==> src/rtl/shift_seq_pkg.sv <==
// Shared types and Am2904 code constants for the shift sequencer.
package shift_seq_pkg;

    localparam int unsigned IW  = 13;
    localparam int unsigned SCW = 5;
    localparam int unsigned CCW = 6;

    typedef enum logic [2:0] {
        ST_IDLE,
        ST_TEST,
        ST_SHIFT,
        ST_STATUS,
        ST_DONE
    } state_e;

    // Am2904 I[10:6] shift-linkage codes
    localparam logic [SCW-1:0] SH_DN_0        = 5'o00;
    localparam logic [SCW-1:0] SH_DN_DBL_SIO0 = 5'o06;
    localparam logic [SCW-1:0] SH_UP_0        = 5'o22;
    localparam logic [SCW-1:0] SH_UP_DBL_0    = 5'o26;

    // Am2904 I[5:0] condition codes
    localparam logic [CCW-1:0] CC_UZ         = 6'h04;
    localparam logic [CCW-1:0] CC_UN         = 6'h1e;
    localparam logic [CCW-1:0] CC_MN_NE_MOVR = 6'h22;

    // Am2904 I[5:0] status-load codes
    localparam logic [CCW-1:0] SL_NOP          = 6'o00;
    localparam logic [CCW-1:0] SL_MSR_DIR_USR_OVR = 6'o07;

    typedef struct packed {
        logic [1:0]     cin_sel;
        logic [SCW-1:0] shift_code;
        logic           norm;
        logic [CCW-1:0] test_code;
        logic           update_msr;
        logic           update_usr;
    } cmd_t;

endpackage

==> src/rtl/shift_sequencer.sv <==
// Multi-cycle Am2904/Am2901 shift controller: optional CT-normalize loop,
// step counting and an optional final status-load cycle.
module shift_sequencer
    import shift_seq_pkg::*;
#(
    parameter int unsigned    CW          = 6,
    parameter logic [CCW-1:0] STATUS_CODE = 6'o07,
    parameter logic [CCW-1:0] IDLE_CODE   = 6'o00
) (
    input  logic           clk,
    input  logic           reset,
    input  logic           start,
    output logic           ready,
    input  logic [SCW-1:0] shift_code,
    input  logic [1:0]     cin_sel,
    input  logic [CW-1:0]  count,
    input  logic           norm,
    input  logic [CCW-1:0] test_code,
    input  logic           update_msr,
    input  logic           update_usr,
    input  logic           ct,
    output logic [IW-1:0]  I,
    output logic           nSE,
    output logic           nCEm,
    output logic           nCEu,
    output logic           nOEct,
    output logic           slice_shift,
    output logic           busy,
    output logic           done,
    output logic [CW-1:0]  steps,
    output logic           hit
);

    state_e          state_q, state_d;
    cmd_t            cmd_q, cmd_d;
    logic [CW-1:0]   count_q, count_d;
    logic [CW-1:0]   steps_q, steps_d;
    logic            hit_q, hit_d;

    logic [IW-1:0]   i_q, i_d;
    logic            nse_q, nse_d;
    logic            ncem_q, ncem_d;
    logic            nceu_q, nceu_d;
    logic            noect_q, noect_d;
    logic            slice_q, slice_d;
    logic            busy_q, busy_d;
    logic            done_q, done_d;

    logic            cmd_has_status;
    logic            in_has_status;

    assign cmd_has_status = cmd_q.update_msr | cmd_q.update_usr;
    assign in_has_status  = update_msr | update_usr;

    // Next state, command latch and step counter
    always_comb begin
        state_d = state_q;
        cmd_d   = cmd_q;
        count_d = count_q;
        steps_d = steps_q;
        hit_d   = hit_q;
        unique case (state_q)
            ST_IDLE: begin
                if (start) begin
                    cmd_d   = '{cin_sel: cin_sel, shift_code: shift_code, norm: norm,
                                test_code: test_code, update_msr: update_msr,
                                update_usr: update_usr};
                    count_d = count;
                    steps_d = '0;
                    hit_d   = 1'b0;
                    if (count == '0)
                        state_d = in_has_status ? ST_STATUS : ST_DONE;
                    else
                        state_d = norm ? ST_TEST : ST_SHIFT;
                end
            end
            ST_TEST: begin
                if (ct) begin
                    hit_d   = 1'b1;
                    state_d = cmd_has_status ? ST_STATUS : ST_DONE;
                end else begin
                    state_d = ST_SHIFT;
                end
            end
            ST_SHIFT: begin
                steps_d = steps_q + CW'(1);
                if (steps_d == count_q)
                    state_d = cmd_has_status ? ST_STATUS : ST_DONE;
                else
                    state_d = cmd_q.norm ? ST_TEST : ST_SHIFT;
            end
            ST_STATUS: state_d = ST_DONE;
            ST_DONE:   state_d = ST_IDLE;
            default:   state_d = ST_IDLE;
        endcase
    end

    // Outputs are decoded from the upcoming state so they register in step with it
    always_comb begin
        i_d     = {2'b00, SCW'(0), IDLE_CODE};
        nse_d   = 1'b1;
        ncem_d  = 1'b1;
        nceu_d  = 1'b1;
        noect_d = 1'b1;
        slice_d = 1'b0;
        busy_d  = 1'b0;
        done_d  = 1'b0;
        if (state_d != ST_IDLE) begin
            i_d[12:11] = cmd_d.cin_sel;
            i_d[10:6]  = cmd_d.shift_code;
            busy_d     = 1'b1;
        end
        unique case (state_d)
            ST_TEST: begin
                noect_d   = 1'b0;
                i_d[5:0]  = cmd_d.test_code;
            end
            ST_SHIFT: begin
                nse_d   = 1'b0;
                slice_d = 1'b1;
            end
            ST_STATUS: begin
                i_d[5:0] = STATUS_CODE;
                ncem_d   = ~cmd_d.update_msr;
                nceu_d   = ~cmd_d.update_usr;
            end
            ST_DONE: done_d = 1'b1;
            default: ;
        endcase
    end

    always_ff @(posedge clk) begin
        if (reset) begin
            state_q <= ST_IDLE;
            cmd_q   <= '0;
            count_q <= '0;
            steps_q <= '0;
            hit_q   <= 1'b0;
            i_q     <= {2'b00, SCW'(0), IDLE_CODE};
            nse_q   <= 1'b1;
            ncem_q  <= 1'b1;
            nceu_q  <= 1'b1;
            noect_q <= 1'b1;
            slice_q <= 1'b0;
            busy_q  <= 1'b0;
            done_q  <= 1'b0;
        end else begin
            state_q <= state_d;
            cmd_q   <= cmd_d;
            count_q <= count_d;
            steps_q <= steps_d;
            hit_q   <= hit_d;
            i_q     <= i_d;
            nse_q   <= nse_d;
            ncem_q  <= ncem_d;
            nceu_q  <= nceu_d;
            noect_q <= noect_d;
            slice_q <= slice_d;
            busy_q  <= busy_d;
            done_q  <= done_d;
        end
    end

    assign ready       = (state_q == ST_IDLE);
    assign I           = i_q;
    assign nSE         = nse_q;
    assign nCEm        = ncem_q;
    assign nCEu        = nceu_q;
    assign nOEct       = noect_q;
    assign slice_shift = slice_q;
    assign busy        = busy_q;
    assign done        = done_q;
    assign steps       = steps_q;
    assign hit         = hit_q;

endmodule

==> config.mk <==
export PLATFORM = sky130hd
export DESIGN_NAME = shift_sequencer
export DESIGN_NICKNAME = d
export VERILOG_FILES = /design/src/rtl/shift_seq_pkg.sv /design/src/rtl/shift_sequencer.sv
export SDC_FILE = /design/constraint.sdc
export NUM_CORES = 1
export LEC_CHECK = 0
export ABC_AREA = 1
export CORE_ASPECT_RATIO = 0.75
export CORE_UTILIZATION = 40
export DETAILED_ROUTE_END_ITERATION = 7
export PLACE_DENSITY = 0.7
export SLEW_MARGIN = 10
export SYNTH_ARGS = -nofsm -noshare
export SYNTH_HDL_FRONTEND = slang
export SYNTH_SLANG_ARGS = --single-unit
==> constraint.sdc <==
create_clock -name clk -period 1.8 [get_ports clk]
set_input_delay 0.54 -clock clk [delete_from_list [all_inputs] [get_ports clk]]
set_output_delay 0.54 -clock clk [all_outputs]
set_load 0.02 [all_outputs]
==> flow_metrics.py <==
metrics = {
    "sta": {
        "finalMaxSlewViolations": 0,
        "grt_setup_unrepaired": "yes",
        "tightest_slew_ns": 0.342,
        "holdWs_ns": 0.466,
        "fin_crit_ns": 1.86,
        "maxSlewHeadroom_pct": 77.1,
        "fin_skew_ns": 0.00973,
        "finalCritPeriodShare_pct": 103,
        "fmax_mhz": 537,
        "setup_violations": 13,
        "setup_ws_ns": -0.0629,
        "hold_viol": 0,
    },
    "logic_synthesis": {
        "synth_most_common_cell": "dfxtp_1",
        "synth_nets": 310,
        "synth_top_family_by_area": "simple AND/OR/NAND/NOR gates",
        "syn-cell-area_um2": 2180,
        "synth_xor_xnor_area_share_pct": 0,
        "synth_seq_area_share_pct": 47.8,
        "synth.area.top_cells": "dfxtp_1 48%, nand2_1 7.9%, inv_1 6.9%, nand3_1 5.5%, a21oi_1 5.3%",
        "synth_largest_area_cell": "dfxtp_1",
        "async_flop_share_pct": 0,
        "synth-seq-cells": 52,
        "synthMuxAreaShare_pct": 1.38,
        "synthTopCellsByCount": "52 x dfxtp_1, 46 x nand2_1, 40 x inv_1",
        "yosysWarnings": 0,
        "synth_compound_area_share_pct": 13.2,
        "yosys_most_used_dff": "dfxtp_1",
        "synthAdderAreaFrac_pct": 0.574,
        "syn_area_per_cell_um2": 7.70,
        "synth_cells": 283,
        "synth_enable_flop_cells": 0,
        "yosys.area_share.simple_pct": 26.7,
        "synth_top_area_share_pct": 47.8,
        "synth_cell_types": 26,
    },
    "worst_setup_path": {
        "critical_path.top_delay_family": "simple AND/OR/NAND/NOR gates",
        "rrSetupSlack_ns": -0.06,
        "max_stage_delay_ns": 0.37,
        "path_max_fanout": 7,
        "path_class": "register to register",
        "cp_slowest_cell": "dfxtp_4",
        "end_kind": "register",
        "crit_path_cell_trace": "ha_4, nand3_2, nand2_2, nand2_1, nand2_1, nand3_1, nor2_4, nand3_2, nand3_2, nand2_4, nor2_4, a21oi_1",
        "rr_endpoint": "busy",
        "critPathRequiredTime_ns": 1.98,
        "reg2reg_from": "steps[0]",
        "r2r_cells": 12,
        "cp_common_cell": "nand3_2",
        "arrival_ns": 2.04,
        "startpoint_type": "register",
        "critical_path_buf_inv_count": 0,
    },
    "routing": {
        "viasPerCell": 4.80,
        "dr.pass1.iters": 4,
        "post_drt_wl_per_cell_um": 12.9,
        "routed-via-count": 2093,
        "drcViolationCount": 0,
        "drtIter0Drc": 122,
        "antenna_left": 0,
        "routed_wl_um": 5600,
    },
    "global_routing": {
        "grt_max_degree": 27,
        "antenna_found_initial": 0,
        "grt_overflow": 0,
        "grt_pass1_wl_um": 8870,
        "grt_pass1_vias": 1912,
        "track_usage_pct": 20.1,
    },
    "worst_hold_path": {
        "hold_path_class": "register to register",
        "hold_end": "hit",
        "hold_start": "hit",
        "hold_path_depth": 2,
    },
    "finish": {
        "diodes": 0,
        "layout-drive-gt1-share_pct": 25.3,
        "fin_nets": 390,
        "syn2layout_area_growth_pct": 48.7,
        "num-fill-cells": 446,
        "stdcell_area_um2": 3240,
        "final_core_util_pct": 64.0,
    },
    "cts": {
        "cts_root_buf": "clkbuf_8",
        "path_clk_slew_ns": 0.09,
        "cts_tree": "done",
        "cts_num_sinks": 52,
        "clockBufferDepth": 2,
        "clock_latency_ns": 0.30,
        "cts_buffers": 5,
        "hold_buffers": 0,
        "h-tree-depth": 2,
    },
    "place": {
        "portBuffers": 53,
        "dp_hpwl_um": 3920,
        "place_area_um2": 2950,
        "place_ws_ns": -0.475,
        "place.gp.congestion": 0.870,
    },
    "die": {
        "die_x_um": 87.2,
        "num_rows": 22,
        "placeableCoreArea_um2": 5060,
        "io_pins": 54,
        "initial_core_util_pct": 43.0,
        "die-area_um2": 5750,
        "die_h_um": 65.9,
    },
    "power_and_ir_drop": {
        "finalPower_w": 0.00291,
        "vdd_drop_max_v": 0.000594,
        "pwr_density_cell_nw_per_um2": 900,
        "p_leak_nw": 1.62,
    },
    "outcome": {
        "status": "finished with violations",
        "violations": "negative setup slack",
    },
    "run": {
        "maxCapViolCount": 0,
    },
}
area by class of cell:
cell class | instances | area [um2] | share of cell area [%]
well taps | 72 | 90.1 | 2.78
multi-input cells | 178 | 1060 | 32.6
clock inverters | 2 | 16.3 | 0.502
flip-flops and latches | 52 | 1050 | 32.4
inverters | 44 | 168 | 5.18
clock buffers | 6 | 72.6 | 2.24
repair buffers | 82 | 786 | 24.3
report_power, final:
group / total [W] / internal [W] / switching, W
Sequential: 0.00133 / 0.00128 / 0.0000495
Combinational: 0.000935 / 0.000409 / 0.000525
Clock: 0.000652 / 0.000277 / 0.000375
worst max-delay path by stage:
stage               cells past startpoint  slack, ns  startpoint     endpoint
global route                           12      -0.19    steps[0]         busy
finish                                 12      -0.06    steps[0]         busy
global placement                       10      -0.40  update_msr  slice_shift
floorplan                              13       0.01    steps[1]         busy
detailed placement                     10      -0.48  update_msr  slice_shift
CTS                                    15      -0.01    steps[1]          nSE
logic make-up after synthesis:
kind of cell,after synthesis
simple gates,122
buf+inv,54
flops,52
compound gates,51
mux,3
fa+ha+maj,1
metrics by stage:
step | cells | TNS (ns)
after global routing | 436 | -2.93
after CTS | 435 | -0.0136
after floorplan | 283 | 0
final | 436 | -0.431
after detailed placement | 424 | -9.72
after global placement | 424 | -8.26
registers in the layout (all words and copies together), names as in the netlist, 3 cells and up:
name,cells
steps,6
state_q,3
count_q,6
I,13
cmd_q,16
what timing repair did:
action                     CTS  global route
gates cloned                 1             0
gates resized for setup     27            39
setup buffers                2             1
pin swaps                    7            12
hold endpoints to repair     0             0
setup endpoints to repair   32            36
cells in the final DEF, fill, tap and decap left out, types with 2 or more instances in the layout:
master	count
o22ai_1	2
nor2_4	6
dlygate4sd2_1	9
o211ai_1	8
nand3_1	14
nand2_2	11
nor2_1	22
buf_4	27
nand3_2	12
a21oi_1	22
nand4_1	6
dfxtp_4	2
inv_2	4
dlymetal6s2s_1	15
o21ai_2	3
clkbuf_8	5
nor2_2	2
inv_1	38
dfxtp_1	49
nand2_1	39
mux2i_1	3
clkdlybuf4s50_1	28
nand3_4	2
o21ai_0	13
or2_2	7
routing by layer:
layer | share of wire [%] | vias up | GRT usage [%] | wire length [um]
met1 | 50 | 959 | 28.9 | 2780
li1 | - | 1074 | - | -
met4 | 1.1 | 0 | 3.07 | 61
met3 | 4.9 | 9 | 4.37 | 275
met2 | 44 | 51 | 31.6 | 2480
met5 | 0 | - | 0 | 0
worst min-delay path, stage by stage (launching register included):
cell and delay [ns]:
dfxtp_1 0.32, nand2_1 0.06, a21oi_1 0.05
(Power assumes the default switching activity.)
